File: src/rtl/display_port_controller.sv
// display_port_controller
//   Single writer of the character display on behalf of the PicoBlaze. It decodes
//   a five-register port window (row, col, attr, char, command) and keeps a cursor
//   that advances after each character and follows newlines. It also runs a
//   full-screen clear engine that writes one cell per cycle.
//
//   state  | meaning
//   -------+------------------------------------------------------------
//   IDLE   | CPU writes accepted; char writes go out one cycle after strobe
//   CLEAR  | sweeping every cell row-major; cursor/char/clear writes dropped
//
// Ports
//   i_clk, i_reset          clock, synchronous active-high reset
//   i_port_id               CPU port address
//   i_write_strobe          CPU write strobe, 1 cycle
//   i_out_port              CPU write data
//   o_read_data             registered CPU read data
//   o_dsp_row, o_dsp_col    display cell address
//   o_dsp_en, o_dsp_wr      display cell strobe / write enable (always equal)
//   o_dsp_wr_data           {attribute, char}
//   o_busy                  clear engine active
module display_port_controller #(
    parameter logic [7:0] BASE_PORT    = 8'h80,
    parameter int         COLS         = 80,
    parameter int         ROWS         = 30,
    parameter logic [7:0] CLEAR_CHAR   = 8'h20,
    parameter logic [7:0] DEFAULT_ATTR = 8'h0F
) (
    input  logic        i_clk,
    input  logic        i_reset,
    input  logic [7:0]  i_port_id,
    input  logic        i_write_strobe,
    input  logic [7:0]  i_out_port,
    output logic [7:0]  o_read_data,
    output logic [4:0]  o_dsp_row,
    output logic [6:0]  o_dsp_col,
    output logic        o_dsp_en,
    output logic        o_dsp_wr,
    output logic [15:0] o_dsp_wr_data,
    output logic        o_busy
);

    localparam logic [0:0] S_IDLE  = 1'b0;
    localparam logic [0:0] S_CLEAR = 1'b1;

    localparam logic [4:0] ROW_MAX = 5'(ROWS - 1);
    localparam logic [6:0] COL_MAX = 7'(COLS - 1);
    localparam logic [8:0] ROWS_W  = 9'(ROWS);
    localparam logic [8:0] COLS_W  = 9'(COLS);

    logic [0:0]  r_state;
    logic [4:0]  r_row;
    logic [6:0]  r_col;
    logic [7:0]  r_attr;
    logic [7:0]  r_clr_attr;
    logic [4:0]  r_clr_row;
    logic [6:0]  r_clr_col;
    logic        r_wr_en;
    logic [4:0]  r_wr_row;
    logic [6:0]  r_wr_col;
    logic [15:0] r_wr_data;
    logic [7:0]  r_read_data;

    logic [7:0]  w_offset;
    logic        w_in_window;
    logic        w_busy;
    logic [4:0]  w_row_inc;
    logic [4:0]  w_row_clamp;
    logic [6:0]  w_col_clamp;
    logic        w_clr_last;
    logic [7:0]  w_read_mux;

    assign w_offset    = i_port_id - BASE_PORT;
    assign w_in_window = (w_offset < 8'd5);
    assign w_busy      = (r_state == S_CLEAR);
    assign w_row_inc   = (r_row == ROW_MAX) ? 5'd0 : r_row + 5'd1;
    // Clamp compares the whole byte so e.g. 40 clamps instead of aliasing to 8.
    assign w_row_clamp = ({1'b0, i_out_port} >= ROWS_W) ? ROW_MAX : i_out_port[4:0];
    assign w_col_clamp = ({1'b0, i_out_port} >= COLS_W) ? COL_MAX : i_out_port[6:0];
    assign w_clr_last  = (r_clr_row == ROW_MAX) && (r_clr_col == COL_MAX);

    always_comb begin
        w_read_mux = 8'h00;
        if (w_in_window) begin
            case (w_offset[2:0])
                3'd0:    w_read_mux = {3'b000, r_row};
                3'd1:    w_read_mux = {1'b0, r_col};
                3'd2:    w_read_mux = r_attr;
                3'd4:    w_read_mux = {7'b0000000, w_busy};
                default: w_read_mux = 8'h00;
            endcase
        end
    end

    always_ff @(posedge i_clk) begin
        if (i_reset) begin
            r_state     <= S_IDLE;
            r_row       <= 5'd0;
            r_col       <= 7'd0;
            r_attr      <= DEFAULT_ATTR;
            r_clr_attr  <= 8'h00;
            r_clr_row   <= 5'd0;
            r_clr_col   <= 7'd0;
            r_wr_en     <= 1'b0;
            r_wr_row    <= 5'd0;
            r_wr_col    <= 7'd0;
            r_wr_data   <= 16'h0000;
            r_read_data <= 8'h00;
        end else begin
            r_wr_en     <= 1'b0;
            r_read_data <= w_read_mux;

            if (w_busy) begin
                if (w_clr_last) begin
                    r_state   <= S_IDLE;
                    r_clr_row <= 5'd0;
                    r_clr_col <= 7'd0;
                    r_row     <= 5'd0;
                    r_col     <= 7'd0;
                end else if (r_clr_col == COL_MAX) begin
                    r_clr_col <= 7'd0;
                    r_clr_row <= r_clr_row + 5'd1;
                end else begin
                    r_clr_col <= r_clr_col + 7'd1;
                end
            end

            if (i_write_strobe && w_in_window) begin
                case (w_offset[2:0])
                    3'd0: if (!w_busy) r_row <= w_row_clamp;
                    3'd1: if (!w_busy) r_col <= w_col_clamp;
                    3'd2: r_attr <= i_out_port;
                    3'd3: begin
                        if (!w_busy) begin
                            if (i_out_port == 8'h0A) begin
                                r_col <= 7'd0;
                                r_row <= w_row_inc;
                            end else begin
                                r_wr_en   <= 1'b1;
                                r_wr_row  <= r_row;
                                r_wr_col  <= r_col;
                                r_wr_data <= {r_attr, i_out_port};
                                if (r_col == COL_MAX) begin
                                    r_col <= 7'd0;
                                    r_row <= w_row_inc;
                                end else begin
                                    r_col <= r_col + 7'd1;
                                end
                            end
                        end
                    end
                    3'd4: begin
                        if (!w_busy && i_out_port[0]) begin
                            r_state    <= S_CLEAR;
                            r_clr_attr <= r_attr;
                            r_clr_row  <= 5'd0;
                            r_clr_col  <= 7'd0;
                        end
                    end
                    default: ;
                endcase
            end
        end
    end

    // The clear sweep drives the port straight from its counters so the burst
    // lines up exactly with busy; char writes never overlap it because they
    // are dropped while busy.
    assign o_dsp_en      = w_busy | r_wr_en;
    assign o_dsp_wr      = o_dsp_en;
    assign o_dsp_row     = w_busy ? r_clr_row : r_wr_row;
    assign o_dsp_col     = w_busy ? r_clr_col : r_wr_col;
    assign o_dsp_wr_data = w_busy ? {r_clr_attr, CLEAR_CHAR} : r_wr_data;
    assign o_busy        = w_busy;
    assign o_read_data   = r_read_data;

endmodule
File: config.mk
export PLATFORM = sky130hd
export DESIGN_NAME = display_port_controller
export DESIGN_NICKNAME = d
export VERILOG_FILES = /design/src/rtl/display_port_controller.sv
export SDC_FILE = /design/constraint.sdc
export NUM_CORES = 1
export LEC_CHECK = 0
export CORE_MARGIN = 4
export CORE_UTILIZATION = 45
export CTS_CLUSTER_DIAMETER = 150
export CTS_CLUSTER_SIZE = 16
export DETAILED_ROUTE_END_ITERATION = 16
export PLACE_DENSITY = 0.68
export REMOVE_ABC_BUFFERS = 1
export SLEW_MARGIN = 10
export SYNTH_ARGS = -nofsm -noshare
export SYNTH_HDL_FRONTEND = slang
export SYNTH_SLANG_ARGS = --single-unit
File: constraint.sdc
create_clock -name i_clk -period 4.3 [get_ports i_clk]
set_clock_uncertainty 0.2 [all_clocks]
set_input_delay 0.43 -clock i_clk [delete_from_list [all_inputs] [get_ports i_clk]]
set_output_delay 0.43 -clock i_clk [all_outputs]
set_load 0.02 [all_outputs]
### After elaboration in Yosys (flattened, before gate mapping)

Cells that the tools add are included.

* bits in registers: 78
* output and inout bits: 39

* equal/unequal tests: 9
* mux-type cells: 41
* order comparisons: 3
* bitwise gates (word level): 6
* add/sub/neg operators: 5
* reductions and logical operators: 10

Operators by type and width (number)
* $mux 7: 15
* $mux 5: 16
* $pmux 8 s4: 1
* $mux 16: 1
* $add 7x1->7 const B: 2
* $eq 7x7->1 const B: 2
* $pmux 7 s2: 1
* $add 5x1->5 const B: 2
* $eq 5x5->1 const B: 2
* $pmux 5 s2: 1
* $eq 8x4->1 const B: 1
* $ge 8x5->1 const B: 1
* $ge 8x7->1 const B: 1
* $lt 8x3->1 const B: 1
* $sub 8x8->8 const B: 1
* $eq 3x2->1 const B: 2
* $mux 1: 6
* $not 1->1: 5
* $reduce_and 4->1: 1
* $reduce_or 4->1: 1
* $eq 3x1->1 const B: 1
* $eq 3x3->1 const B: 1
* $logic_and 1x1->1: 3
* $logic_not 3->1: 1
* other kinds (5): 5

### Logic depth before layout (Yosys ltp)

Gate-level depths: netlist of run 1.

* word-level depth: 9
* mapped depth: 9
* gate-level depth less buffers: 7

### Least setup slack after synthesis of run 1

Ideal clock, no wire load.

* path kind: input to register
* start: input port i_port_id[6]
* end: register r_wr_col[4]
* buffers on the path: 3
* required time: 3.972 ns
* path slack: 1.628 ns
* cell stages on the path: 8
* arrival: 2.345 ns
* cell sequence: or4b_4 -> nor4b_4 -> or3b_1 -> clkbuf_1 -> buf_6 -> buf_6 -> mux2i_1 -> nor2_1

* longest elaborated chain between the ends: 4

RTL lines
* start, declared: RTL line 31 `input logic [7:0] i_port_id,`
* $sub 8x8->8: RTL line 73 `assign w_offset = i_port_id - BASE_PORT;`
* $lt 8x3->1: RTL line 74 `assign w_in_window = (w_offset < 8'd5);`
* $logic_and 1x1->1: RTL line 128 `if (i_write_strobe && w_in_window) begin`
* $reduce_and 4->1 (no line)
* end signal, assigned: RTL line 141 `r_wr_col <= r_col;`
* end, declared: RTL line 60 `logic [6:0] r_wr_col;`

No other way between the ends.
A chain may end at the register's enable or synchronous reset.

### Final worst setup path of run 1

* start: input port i_port_id[6]
* end: register r_attr[5]

* longest elaborated chain between the ends: 4

RTL lines
* $sub 8x8->8: RTL line 73
* $lt 8x3->1: RTL line 74
* $logic_and 1x1->1: RTL line 128
* $reduce_and 2->1 (no line)
* end signal, assigned: RTL line 132 `3'd2: r_attr <= i_out_port;`
* end, declared: RTL line 54 `logic [7:0] r_attr;`

No other way between the ends.

==> results of run 1 <==
## cells in the final DEF, fill, tap and decap left out, types with 3 or more instances in the layout
cell type / instances
nand2_1: 20
a22oi_1: 4
inv_1: 8
nor2_1: 82
a22o_1: 3
mux2i_1: 50
buf_4: 6
dfxtp_1: 77
xor2_1: 7
ha_1: 6
nand3b_1: 4
nor3_1: 9
clkinv_2: 3
xnor2_1: 4
o31ai_1: 5
o21ai_0: 14
a221o_1: 4
mux2_2: 19
nand4_1: 5
or3_1: 4
and4_1: 4
a21oi_1: 15
o22ai_1: 4
clkbuf_8: 9
nand3_1: 12
or2_2: 3
nor2b_1: 13
clkdlybuf4s50_1: 56
## kinds of logic (layout without fill, tap and decap cells)
family | Yosys count | after routing | synth area share, %
flops | 78 | 78 | 40.0
simple gates | 175 | 175 | 22.4
compound gates | 64 | 64 | 11.0
buf+inv | 36 | 86 | 3.97
fa+ha+maj | 6 | 6 | 1.92
xor+xnor | 11 | 11 | 2.47
mux | 69 | 69 | 18.3
## per-stage QoR
step	hold slack, ns	power, mW	utilization [%]
after floorplan	0.234	0.766	-
after global placement	0.268	0.814	54.2
after detailed placement	0.265	0.815	54.2
after CTS	0.286	1.29	56.2
after global routing	0.315	1.32	56.2
final	0.284	1.28	56.2
## report_power, final
part / total (mW) / internal [mW] / switching [mW]
clock: 0.478 / 0.205 / 0.273
sequential: 0.723 / 0.722 / 0.000680
combinational: 0.0764 / 0.0300 / 0.0464
## tightest hold or removal path, delay by kind of cell, from the launching register on
| kind | cells | cell delay, ns |
|---|---|---|
| AND/OR/NAND/NOR | 2 | 0.10 |
| flip-flops | 1 | 0.34 |
## layer usage
layer	wire length, um	vias to the layer above	track usage, %
met5	0	-	0
met4	165	0	6.65
met3	605	10	4.75
met2	4870	104	33.9
met1	4850	1588	28.2
li1	-	1652	-
## area by class of cell
type	instances	share of cell area (%)
Sequential cell	78	33.3
Timing Repair Buffer	63	13.0
Inverter	8	0.641
Multi-Input combinational cell	325	46.7
Tap cell	105	2.80
Clock inverter	6	0.854
Clock buffer	9	2.64
## Yosys cell counts, drive strengths merged, types with 2 or more instances
library cell	n	area (um2)
a21oi	15	75.1
a221o	4	40.0
a22o	3	26.3
a22oi	4	30.0
a31oi	2	12.5
and2	2	12.5
and3	2	12.5
and4	4	35.0
buf	8	50.0
clkbuf	20	75.1
dfxtp	78	1560
ha	6	75.1
inv	8	30.0
mux2	19	214
mux2i	50	500
nand2	20	75.1
nand2b	2	12.5
nand3	12	60.1
nand3b	4	30.0
nand4	5	31.3
nor2	82	308
nor2b	13	81.3
nor3	9	45.0
nor3b	2	15.0
nor4	2	12.5
nor4b	2	32.5
o211ai	2	15.0
o21ai	14	70.1
o22ai	4	25.0
o31ai	5	37.5
o32ai	2	17.5
or2	3	18.8
or3	4	25.0
or3b	2	17.5
xnor2	4	35.0
xor2	7	61.3
## worst min path at each step
stage | startpoint | end | slack [ns]
after CTS | r_attr[7] | o_read_data[7] | 0.29
final | r_attr[7] | o_read_data[7] | 0.28
after global routing | r_attr[7] | o_read_data[7] | 0.32
after detailed placement | r_attr[7] | o_read_data[7] | 0.27
after floorplan | r_attr[7] | o_read_data[7] | 0.23
after global placement | r_clr_attr[4] | r_clr_attr[4] | 0.27
## flip-flops by register name, indices dropped and copies added, names as in the netlist
register and count:
r_clr_row 5, r_attr 8, r_wr_data 16, r_clr_col 7
o_read_data 8, r_wr_row 5, r_wr_en 1, r_col 7
r_clr_attr 8, r_wr_col 7, r_row 5, o_busy 1
==> out/summary.txt, run 1 <==
Status -> complete, no violations
Multi-input logic area -> 2190 um2
Largest net degree at the start of global routing -> 46
First-pass GRT wire length -> 17.1 mm
Critical path's slowest cell -> nor3b_1
Grt ovf -> 0
# clock sinks -> 78
Reg-to-reg critical path endpoint -> r_row[3]
Pre-CTS setup slack -> 0.761 ns
Critical path cell sequence -> clkdlybuf4s50_1 -> or4b_4 -> nor3b_1 -> nand3b_1 -> mux2i_1 -> nor2_1
Htree depth -> 3
CP required -> 4.33 ns
Power Density -> 272 nW/um2
Final period util -> 74.6%
Worst path depth -> 6
Clock slew at reported path FFs -> 0.09 ns
Setup repair after global routing missed its margin -> false
Netlist cell types -> 56
Fillers -> 742
CP endpoint -> r_attr[5]
Share of post-route cells with drive strength above 1 -> 10.0%
Worst VDD drop -> 0.170 mV
Setup ws final -> 1.09 ns
FF/Latch Area -> 1560 um2
Synthesized area per cell -> 8.90 um2
Largest delay contributor family on the critical path -> simple AND/OR/NAND/NOR gates
Worst Max-Slew Pin Slew -> 1.05 ns
Hpwl dp -> 7.48 mm
Mapped Area -> 3910 um2
Critical Path Fanout Max -> 9
Crit Path Category -> in -> reg
Synth Flop Type -> dfxtp_1
R2R Setup Slk -> 1.33 ns
CTS tree -> done
Slew Limit Fails -> 0
DRC Markers -> 0
CORE AREA -> 8340 um2
Total vias in the final route -> 3354
Vias per cell -> 5.65
Non-filler instance count after layout -> 594
Nature of the critical path startpoint -> input pin
Leakage -> 1.99 nW
Fmax -> 0.312 GHz
Setup TNS -> 0 ns
Initial Util -> 46.8%
Number of synthesized register bits -> 78
Hold Path Depth -> 2
Post-CTS Setup Inserts -> 0
Antenna viol nets, final -> 0
Initial detailed-routing violation count -> 284
Post-CTS Resized -> 0
Initial antenna violation count -> 0
Slowest stage delay, CP -> 0.78 ns
R2R cell count -> 6
IO Port Bufs -> 57
Die X -> 101 um
Final #Nets -> 510
Clock Path Buffers -> 2
Chip Height -> 101 um
Hold buffers post-CTS -> 0
Hold Path Class -> reg -> reg
Clk Latency, worst-skew pair -> 0.34 ns
Root Buffer -> clkbuf_8
Gp weighted congestion -> 0.917
Full die area -> 10200 um2
Vias in the first global route -> 3331
Setup Viol. Count Final -> 0
Total CTS buffers -> 9
CP startpoint -> i_port_id[6]
Buffers and inverters on the worst path -> 1
Cells after DPL -> 579
Io pins -> 58
Yosys warns -> 0
Ant diodes -> 0
Area Growth Syn to Fin -> 20.0%
GRT Total Usage -> 21.1%
Arr. time, crit path -> 3.23 ns
Reg2Reg Launch Point -> r_col[0]
Post-Route WL -> 10.5 mm
Fin. Hold Viols -> 0
Number of cell rows -> 33
Final Instance Area -> 4690 um2
Wire per inst -> 17.7 um
Slew headroom -> 30.3%
Area after DPL -> 4520 um2
Setup crit end kind -> register
Drt first pass iters -> 5
Register area share after synthesis -> 40.0%
Max_cap viols -> 0
Ys async rst share -> 0%
Post-synth EDFFs -> 0
Mapped Cells -> 439
Final min period -> 3.21 ns
Power figures use the tool's default switching activity.
==> inputs of run 2 (changes only) <==
clock period = 3.1 ns   (was 4.3 ns; I/O delays follow)
==> run 2 against run 1 <==
Setup slack got worse by 0.81 ns; clock power rose by 100%; critical path type is now reg -> out; critical endpoint is now o_dsp_wr_data[8]; non-clock buffer count increased by 22; critical path depth down 3; cell count increased by 3.9%.
==> out/summary.txt, run 2 (same netlist as run 1, synthesis figures left out) <==
Vias in the first global route -> 3458
CP startpoint -> o_busy
Most common cell after layout, fill and taps aside -> nor2_1
GRT Total Usage -> 21.2%
Reg2Reg Launch Point -> r_col[0]
CTS tree -> done
Hold WS -> 0.239 ns
Final Instance Area -> 4940 um2
Root Buffer -> clkbuf_8
Initial detailed-routing violation count -> 168
Critical Path Fanout Max -> 26
Wire per inst -> 17.1 um
Initial Util -> 46.8%
Post-CTS Resized -> 0
Status -> complete, no violations
Nature of the critical path startpoint -> register
Chip Height -> 101 um
Setup crit end kind -> output pin
CORE AREA -> 8340 um2
Slew Limit Fails -> 0
Final Power -> 2.08 mW
Leakage -> 2.14 nW
HP Start -> i_reset
Worst VDD drop -> 0.297 mV
CP required -> 2.59 ns
Worst Max-Slew Pin Slew -> 0.697 ns
Number of flip-flops under the largest register name -> 16
Share of post-route cells with drive strength above 1 -> 14.1%
Fillers -> 767
Htree depth -> 3
Total CTS buffers -> 9
Ant diodes -> 0
Fmax -> 0.355 GHz
Max_cap viols -> 0
Hpwl dp -> 7.83 mm
Crit Path Category -> reg -> out
Vias per cell -> 5.58
Post-Route WL -> 10.6 mm
Slew headroom -> 53.6%
# clock sinks -> 78
Area Growth Syn to Fin -> 26.5%
Total vias in the final route -> 3440
Top reg by flops -> r_wr_data
Clk Latency, worst-skew pair -> 0.35 ns
Clock Path Buffers -> 2
Post-CTS Setup Inserts -> 0
Area after DPL -> 4690 um2
Setup repair after global routing missed its margin -> false
Clock slew at reported path FFs -> 0.09 ns
Die X -> 101 um
Hold Path Class -> in -> reg
Full die area -> 10200 um2
IO Port Bufs -> 57
Grt ovf -> 0
Initial antenna violation count -> 0
Final period util -> 90.9%
Number of cell rows -> 33
Drt first pass iters -> 5
Antenna viol nets, final -> 0
Hold buffers post-CTS -> 0
Most frequent cells in the layout -> nor2_1, dfxtp_1, clkdlybuf4s50_1
Gp weighted congestion -> 0.912
Arr. time, crit path -> 2.31 ns
Final #Nets -> 532
Fin. Hold Viols -> 0
Setup Viol. Count Final -> 0
Final min period -> 2.82 ns
Power Density -> 420 nW/um2
Largest net degree at the start of global routing -> 30
First-pass GRT wire length -> 17.2 mm
Io pins -> 58
DRC Markers -> 0
## run 2: cell count changes in the layout (fill, tap and decap cells not counted), sizes merged
| cell | delta |
|---|---|
| clkinv | -4 |
| bufinv | +3 |
| clkinvlp | -1 |
| inv | +3 |
| buf | +22 |
## run 2: cell type report
cell class,count,area (um2),area share [%]
Clock inverter,7,128,2.58
Clock buffer,9,124,2.51
Tap cell,105,131,2.66
Timing Repair Buffer,85,776,15.7
Inverter,8,30.0,0.608
Multi-Input combinational cell,325,2190,44.3
Sequential cell,78,1560,31.6
## run 2: power breakdown
group	total [mW]	switching, mW	internal [mW]
clock	0.954	0.406	0.548
combinational	0.119	0.0691	0.0502
sequential	1.00	0.000842	1.00
## run 2: per-layer routing
metal	part of all wire, %	GRT usage, %	routed length, um	up-vias
li1	-	-	-	1698
met3	5.6	3.93	595	19
met5	0	0	0	-
met2	47	33.9	4920	113
met1	46	27.9	4820	1610
met4	2.1	9.51	220	0
## run 2: through the flow
| step | setup TNS (ns) | util (%) | setup WS [ns] | instances |
|---|---|---|---|---|
| finish | 0 | 59.2 | 0.281 | 617 |
| global route | 0 | 59.2 | 0.240 | 617 |
| CTS | 0 | 59.2 | 0.270 | 617 |
| detailed placement | 0 | 56.2 | 0.209 | 601 |
| global placement | 0 | 56.2 | 0.224 | 601 |
| floorplan | -0.536 | - | -0.0191 | 411 |
## run 2: worst max-delay path, stage by stage, from the launching register on
cell and delay (ns):
dfxtp_2 0.79, buf_4 0.28, mux2_2 0.34, clkdlybuf4s50_1 0.55
## run 2: path summary, 6_finish.rpt
check	to	slack (ns)	cells past startpoint
max	o_dsp_wr_data[8]	0.28	3
min	r_wr_data[2]	0.24	2
max reg2reg	r_row[2]	0.62	7
min reg2reg	o_read_data[7]	0.29	2
